File: config.mk
export PLATFORM = sky130hd
export DESIGN_NAME = rv32i_pipelined_core
export DESIGN_NICKNAME = d
export VERILOG_FILES = /design/src/rtl/rv32i_pipelined_core.sv
export SDC_FILE = /design/constraint.sdc
export NUM_CORES = 2
export LEC_CHECK = 0
export BUFFER_PORTS_ARGS = -buffer_cell sky130_fd_sc_hd__buf_2
export CAP_MARGIN = 40
export CORE_ASPECT_RATIO = 0.8
export CORE_MARGIN = 2
export CORE_UTILIZATION = 40
export CTS_CLUSTER_DIAMETER = 100
export CTS_CLUSTER_SIZE = 10
export DETAILED_ROUTE_END_ITERATION = 8
export PLACE_DENSITY_LB_ADDON = 0.3
export RECOVER_POWER = 25
export SYNTH_ARGS = -nofsm -noshare
export SYNTH_HDL_FRONTEND = slang
export SYNTH_SLANG_ARGS = --single-unit
File: constraint.sdc
create_clock -name clk -period 11.21 [get_ports clk]
set_input_delay 2.242 -clock clk [delete_from_list [all_inputs] [get_ports clk]]
set_output_delay 2.242 -clock clk [all_outputs]
set_load 0.03 [all_outputs]
File: src/rtl/rv32i_pipelined_core.sv
// Five-stage in-order RV32I core (IF, ID, EX, MEM, WB) with full forwarding,
// a one-cycle load-use stall, and taken branches/jumps resolved in EX.
module rv32i_pipelined_core #(
    parameter logic [31:0] RESET_PC = 32'h0000_0000,
    parameter int          NUM_REGS = 32
) (
    input  logic        clk,
    input  logic        resetn,
    output logic [31:0] pc_out,
    input  logic [31:0] instr_if,
    output logic        mem_wr_en,
    output logic [2:0]  mem_op,
    output logic [31:0] mem_addr,
    output logic [31:0] mem_data_in,
    input  logic [31:0] mem_data_out
);
    typedef enum logic [2:0] {
        MEM_B = 3'b000, MEM_H = 3'b001, MEM_W = 3'b010, MEM_BU = 3'b100, MEM_HU = 3'b101
    } mem_op_t;

    localparam logic [6:0] OPC_LUI = 7'h37, OPC_AUIPC = 7'h17, OPC_JAL = 7'h6f, OPC_JALR = 7'h67;
    localparam logic [6:0] OPC_BRANCH = 7'h63, OPC_LOAD = 7'h03, OPC_STORE = 7'h23;
    localparam logic [6:0] OPC_IMM = 7'h13, OPC_REG = 7'h33;
    localparam logic [31:0] NOP = 32'h0000_0013;

    logic [31:0] pc;
    logic [31:0] ifid_instr, ifid_pc;
    logic [6:0]  idex_opcode;
    logic [2:0]  idex_f3;
    logic        idex_f7b5;
    logic [4:0]  idex_rd, idex_rs1, idex_rs2;
    logic [31:0] idex_pc, idex_imm, idex_rs1v, idex_rs2v;
    logic [4:0]  exmem_rd;
    logic [31:0] exmem_result, exmem_sdata;
    logic        exmem_wr, exmem_load;
    mem_op_t     exmem_op;
    logic [4:0]  memwb_rd;
    logic [31:0] memwb_result;
    logic [31:0] regs [NUM_REGS];

    // ID: decode, immediates, write-through register read
    logic [6:0]  id_opcode;
    logic [4:0]  id_rd, id_rs1, id_rs2;
    logic [31:0] id_imm, id_rs1v, id_rs2v;
    logic        id_uses_rs1, id_uses_rs2;

    assign id_opcode = ifid_instr[6:0];
    assign id_rd     = ifid_instr[11:7];
    assign id_rs1    = ifid_instr[19:15];
    assign id_rs2    = ifid_instr[24:20];
    assign id_uses_rs1 = !(id_opcode inside {OPC_LUI, OPC_AUIPC, OPC_JAL});
    assign id_uses_rs2 = id_opcode inside {OPC_REG, OPC_STORE, OPC_BRANCH};

    always_comb begin
        id_imm = {{20{ifid_instr[31]}}, ifid_instr[31:20]};
        case (id_opcode)
            OPC_STORE:          id_imm = {{20{ifid_instr[31]}}, ifid_instr[31:25], ifid_instr[11:7]};
            OPC_BRANCH:         id_imm = {{19{ifid_instr[31]}}, ifid_instr[31], ifid_instr[7],
                                          ifid_instr[30:25], ifid_instr[11:8], 1'b0};
            OPC_LUI, OPC_AUIPC: id_imm = {ifid_instr[31:12], 12'b0};
            OPC_JAL:            id_imm = {{11{ifid_instr[31]}}, ifid_instr[31], ifid_instr[19:12],
                                          ifid_instr[20], ifid_instr[30:21], 1'b0};
            default:            id_imm = {{20{ifid_instr[31]}}, ifid_instr[31:20]};
        endcase
    end

    always_comb begin
        id_rs1v = (id_rs1 == 5'd0) ? 32'd0 : (memwb_rd == id_rs1) ? memwb_result : regs[id_rs1];
        id_rs2v = (id_rs2 == 5'd0) ? 32'd0 : (memwb_rd == id_rs2) ? memwb_result : regs[id_rs2];
    end

    // EX: forwarding (MEM stage beats WB stage), ALU, branch resolution
    logic [31:0] ex_a, ex_b_reg, ex_b, ex_alu, ex_addr, ex_result, ex_target;
    logic        ex_wr, ex_take, ex_redirect, ld_stall;

    always_comb begin
        ex_a = idex_rs1v;
        if (exmem_rd != 5'd0 && exmem_rd == idex_rs1)      ex_a = exmem_result;
        else if (memwb_rd != 5'd0 && memwb_rd == idex_rs1) ex_a = memwb_result;
        ex_b_reg = idex_rs2v;
        if (exmem_rd != 5'd0 && exmem_rd == idex_rs2)      ex_b_reg = exmem_result;
        else if (memwb_rd != 5'd0 && memwb_rd == idex_rs2) ex_b_reg = memwb_result;
    end

    assign ex_b    = (idex_opcode == OPC_REG) ? ex_b_reg : idex_imm;
    assign ex_addr = ex_a + idex_imm;

    always_comb begin
        case (idex_f3)
            3'b000:  ex_alu = (idex_opcode == OPC_REG && idex_f7b5) ? ex_a - ex_b : ex_a + ex_b;
            3'b001:  ex_alu = ex_a << ex_b[4:0];
            3'b010:  ex_alu = {31'b0, $signed(ex_a) < $signed(ex_b)};
            3'b011:  ex_alu = {31'b0, ex_a < ex_b};
            3'b100:  ex_alu = ex_a ^ ex_b;
            3'b101:  ex_alu = idex_f7b5 ? 32'($signed(ex_a) >>> ex_b[4:0]) : ex_a >> ex_b[4:0];
            3'b110:  ex_alu = ex_a | ex_b;
            default: ex_alu = ex_a & ex_b;
        endcase
    end

    always_comb begin
        case (idex_opcode)
            OPC_LUI:           ex_result = idex_imm;
            OPC_AUIPC:         ex_result = idex_pc + idex_imm;
            OPC_JAL, OPC_JALR: ex_result = idex_pc + 32'd4;
            OPC_IMM, OPC_REG:  ex_result = ex_alu;
            default:           ex_result = ex_addr;
        endcase
        case (idex_f3)
            3'b000:  ex_take = (ex_a == ex_b_reg);
            3'b001:  ex_take = (ex_a != ex_b_reg);
            3'b100:  ex_take = ($signed(ex_a) < $signed(ex_b_reg));
            3'b101:  ex_take = ($signed(ex_a) >= $signed(ex_b_reg));
            3'b110:  ex_take = (ex_a < ex_b_reg);
            3'b111:  ex_take = (ex_a >= ex_b_reg);
            default: ex_take = 1'b0;
        endcase
    end

    // Unknown, FENCE and SYSTEM opcodes fall out of ex_wr and behave as NOPs
    assign ex_wr = idex_opcode inside {OPC_LUI, OPC_AUIPC, OPC_JAL, OPC_JALR, OPC_LOAD, OPC_IMM, OPC_REG};
    assign ex_redirect = (idex_opcode == OPC_BRANCH && ex_take) ||
                         idex_opcode == OPC_JAL || idex_opcode == OPC_JALR;
    assign ex_target = (idex_opcode == OPC_JALR) ? {ex_addr[31:1], 1'b0} : idex_pc + idex_imm;
    assign ld_stall  = idex_opcode == OPC_LOAD && idex_rd != 5'd0 &&
                       ((id_uses_rs1 && id_rs1 == idex_rd) || (id_uses_rs2 && id_rs2 == idex_rd));

    always_ff @(posedge clk) begin
        if (resetn) begin
            pc           <= RESET_PC;
            ifid_instr   <= NOP;
            ifid_pc      <= '0;
            idex_opcode  <= OPC_IMM;
            idex_f3      <= '0;
            idex_f7b5    <= 1'b0;
            idex_rd      <= '0;
            idex_rs1     <= '0;
            idex_rs2     <= '0;
            idex_pc      <= '0;
            idex_imm     <= '0;
            idex_rs1v    <= '0;
            idex_rs2v    <= '0;
            exmem_rd     <= '0;
            exmem_result <= '0;
            exmem_sdata  <= '0;
            exmem_wr     <= 1'b0;
            exmem_load   <= 1'b0;
            exmem_op     <= MEM_W;
            memwb_rd     <= '0;
            memwb_result <= '0;
        end else begin
            exmem_rd     <= ex_wr ? idex_rd : 5'd0;
            exmem_result <= ex_result;
            exmem_sdata  <= (idex_opcode == OPC_STORE) ? ex_b_reg : 32'd0;
            exmem_wr     <= (idex_opcode == OPC_STORE);
            exmem_load   <= (idex_opcode == OPC_LOAD);
            exmem_op     <= (idex_opcode inside {OPC_LOAD, OPC_STORE}) ? mem_op_t'(idex_f3) : MEM_W;
            memwb_rd     <= exmem_rd;
            memwb_result <= exmem_load ? mem_data_out : exmem_result;
            if (ex_redirect) begin
                pc          <= ex_target;
                ifid_instr  <= NOP;
                idex_opcode <= OPC_IMM;
                idex_rd     <= '0;
            end else if (ld_stall) begin
                idex_opcode <= OPC_IMM;
                idex_rd     <= '0;
            end else begin
                pc          <= pc + 32'd4;
                ifid_instr  <= instr_if;
                ifid_pc     <= pc;
                idex_opcode <= id_opcode;
                idex_f3     <= ifid_instr[14:12];
                idex_f7b5   <= ifid_instr[30];
                idex_rd     <= id_rd;
                idex_rs1    <= id_rs1;
                idex_rs2    <= id_rs2;
                idex_pc     <= ifid_pc;
                idex_imm    <= id_imm;
                idex_rs1v   <= id_rs1v;
                idex_rs2v   <= id_rs2v;
            end
        end
    end

    always_ff @(posedge clk) begin
        if (resetn) begin
            for (int i = 0; i < NUM_REGS; i++) regs[i] <= '0;
        end else if (memwb_rd != 5'd0) begin
            regs[memwb_rd] <= memwb_result;
        end
    end

    assign pc_out      = pc;
    assign mem_wr_en   = exmem_wr & ~resetn;
    assign mem_op      = exmem_op;
    assign mem_addr    = exmem_result;
    assign mem_data_in = exmem_sdata;
endmodule

==> impl_metrics.csv <==
group,metric,value,unit
setup_path,cp.depth,7,
floorplan,die_area,213000,µm²
power,irDropWorstVdd,0.178,mV
route,antenna_left,0,
floorplan,row_count,150,
cts,clockBufferDepth,3,
sta,finalCritPeriodShare,83.0,%
outcome,violations,"max-capacitance violations, max-slew violations",
synth,synthCells,7259,
sta,final-setup-viol-count,0,
setup_path,worstSetupStartpoint,"resetn",
setup_path,critPathSlowestCell,"clkbuf_1",
route,wl_per_cell,32.8,µm
setup_path,rr_worst_depth,20,
layout,nets,7506,
power,p_total,0.0134,W
setup_path,crit_top_cell,"clkbuf_1",
layout,final_cell_mix,"1024 x edfxtp_1, 722 x and2_1, 641 x mux4_2, 489 x nand2_1, 478 x nor2_1",
worst_hold_path,hp-class,"reg2reg",
synth,synth_top_cell_by_area,"edfxtp_1",
setup_path,reg2reg_from,"memwb_rd[4]",
sta,rsz0062_at_grt,"false",
floorplan,start_util,40.2,%
synth,synthArstFlopShare,0,%
grt,grt_first_pass_wirelength,470,mm
route,vias,63400,
cts,clock_tree.root_cell,"clkbuf_16",
synth,synth_seq_cells,1395,
setup_path,crit_chain,"clkbuf_1 -> nand3b_1 -> clkbuf_1 -> nor2_2 -> clkbuf_1 -> or2_2 -> buf_4",
sta,fmax,108,MHz
cts,post-cts-setup-buffers,0,
grt,grt_max_degree,171,
placed_design,hpwl,225,mm
setup_path,worstSetupPathType,"in2reg",
floorplan,die_h,413,µm
placed_design,gp_congestion,1.04,
layout,area_delta_synth_final,10.8,%
layout,drive_gt1_share,18.7,%
synth,netlist_area,83700,µm²
synth,ys.flop_type,"edfxtp_1",
floorplan,core_area,209000,µm²
route,totalWireLength,332,mm
synth,synth_edf_count,1024,
setup_path,required,11.74,ns
route,via_per_inst,6.26,
power,p_leak,33.6,nW
cts,path_clk_slew,0.05,ns
sta,fin_tns_setup,0,ns
power,p_per_area,145,nW/µm²
grt,antenna_found_initial,14,
setup_path,cp.arrival,9.83,ns
setup_path,reg2reg_setup_slack,2.93,ns
sta,tightest_slew,4.49,ns
cts,clk_latency,0.83,ns
synth,yosysWarnings,0,
cts,cts_resized,0,
setup_path,cp_slowest_stage_delay,3.05,ns
outcome,outcome,"complete, but fails checks",
setup_path,cp-end-kind,"register",
route,dr.pass1.iters,6,
setup_path,path_delay_family,"buffers and inverters",
layout,multi_input_area,42600,µm²
setup_path,cp-endpoint,"regs[7][11]",
layout,final_common_cell,"edfxtp_1",
cts,postCtsHoldBufs,0,
sta,period_minus_slack,9.30,ns
synth,avgSynthCellArea,11.5,µm²
grt,track_usage,30.9,%
sta,clock_skew,0.0891,ns
cts,tritoncts,"yes",
synth,post_synth_num_cell_types,90,
sta,slew_headroom,-199,%
layout,layout.area.seq,38200,µm²
synth,ys_seq_area_share,45.6,%
floorplan,io_pins,166,
setup_path,crit_buf_inv,4,
setup_path,timing.rr.end,"idex_rd[2]",
grt,overflow,0,
placed_design,port_buffers,165,
setup_path,worst-path-max-fanout,66,
flow_run,cap_violations,31,
synth,synth_top_cell_area_share,36.7,%
cts,cts_max_level,4,
cts,cts_sinks,1395,
sta,finalHoldViolCount,0,
sta,slew_violations,1067,
grt,grt_pass1_vias,62000,
synth,synth_area_leaders,"edfxtp_1 37%, mux4_2 17%, dfxtp_1 8.9%, and2_1 6.9%, mux2i_1 4.1%",
route,drc,0,
cts,numCtsBuffers,161,
floorplan,dieWidth,516,µm
layout,fill_cells,19200,
route,drtIter0Drc,8847,
setup_path,crit_path_start_kind,"input pin",
-- metrics by stage --
| step | cell area [µm²] | utilization (%) | hold WS, ns | instances | worst slack (ns) |
|---|---|---|---|---|---|
| 3_3_place_gp | 87600 | 42.0 | 0.439 | 9841 | 3.37 |
| 4_1_cts | 92900 | 44.5 | 0.452 | 10100 | 3.29 |
| 5_1_grt | 92700 | 44.5 | 0.469 | 10100 | 1.68 |
| 2_1_floorplan | 83800 | - | 0.432 | 7290 | 5.60 |
| 3_5_place_dp | 88300 | 42.3 | 0.444 | 9893 | 3.28 |
| 6_report | 92800 | 44.5 | 0.449 | 10100 | 1.91 |
-- worst min-delay path by stage --
| stage | to | startpoint | cells past startpoint | slack (ns) |
|---|---|---|---|---|
| 5_1_grt | idex_pc[26] | ifid_pc[26] | 2 | 0.47 |
| 6_report | idex_pc[30] | ifid_pc[30] | 2 | 0.45 |
| 3_5_place_dp | idex_pc[30] | ifid_pc[30] | 2 | 0.44 |
| 2_1_floorplan | idex_pc[0] | ifid_pc[0] | 2 | 0.43 |
| 4_1_cts | idex_pc[20] | ifid_pc[20] | 2 | 0.45 |
| 3_3_place_gp | idex_pc[27] | ifid_pc[27] | 2 | 0.44 |
-- kinds of logic after synthesis --
| group | after synthesis | share of synthesized area, % |
|---|---|---|
| AO/OA/AOI/OAI | 1225 | 9.29 |
| XOR/XNOR | 170 | 1.78 |
| adder cells (fa/ha/maj) | 193 | 2.92 |
| buffers and inverters | 835 | 3.88 |
| flip-flops | 1395 | 45.6 |
| multiplexers | 991 | 21.4 |
| other | 1 | 0.00448 |
| AND/OR/NAND/NOR | 2449 | 15.1 |
-- report_power, final --
part	leakage, nW	switching, W	total, W	internal (W)
combinational	17.8	0.00172	0.00264	0.000918
clock	2.20	0.00222	0.00486	0.00265
sequential	13.6	0.000210	0.00594	0.00573
-- sequential cells by signal (all words and copies together), names as in the netlist, 5 cells and up, named ones only --
signal / flops
exmem_rd: 5
idex_imm: 32
idex_opcode: 7
idex_pc: 32
idex_rd: 5
idex_rs1: 5
idex_rs1v: 32
idex_rs2: 5
idex_rs2v: 32
ifid_instr: 32
ifid_pc: 32
mem_addr: 32
mem_data_in: 32
memwb_rd: 5
memwb_result: 32
pc_out: 32
regs: 1024
-- worst reg2reg max path, stage by stage (launching register included) --
cell and delay, ns:
dfxtp_1 0.61, or3_1 0.80, o311ai_2 0.28, nor2_4 0.15, buf_4 0.46, mux2i_1 0.22
o21ai_1 0.72, ha_1 0.26, and3_1 0.18, nand2_1 0.08, or4_1 0.71, a2111oi_2 0.47
or2_2 0.20, a32oi_1 0.08, nand3b_1 0.18, mux2i_1 0.52, a31oi_4 0.36, nand2_4 0.68
buf_12 0.50, nor2_1 0.28, and2_1 0.45
-- synth_stat cells, drive strengths merged, types with 12 or more instances --
library cell,count
a2111oi,21
a211oi,75
a21o,46
a21oi,401
a221o,12
a221oi,26
a31oi,46
and2,930
and3,30
buf,153
clkbuf,492
dfxtp,371
edfxtp,1024
ha,189
inv,184
mux2i,339
mux4,641
nand2,491
nand2b,13
nand3,81
nand3b,73
nand4,24
nor2,511
nor2b,23
nor3,177
o211ai,42
o21a,17
o21ai,291
o21bai,27
o221ai,21
o311ai,12
o31ai,84
or2,41
or3,23
xnor2,119
xor2,51
-- per-layer routing --
metal | routed length [µm] | GRT usage, %
met1 | 130000 | 40.9
met2 | 151000 | 48.2
met3 | 32000 | 6.50
met4 | 18800 | 15.1
met5 | 48 | 0
-- final cells by class --
class	count	share of cell area, %
sequential	1395	41.2
timing repair buffer	439	3.34
tap	2812	3.79
antenna	8	0.0216
multi-input combinational	5060	46.0
clock inverter	20	0.368
clock buffer	202	4.56
inverter	190	0.769
(Power assumes the default switching activity.)
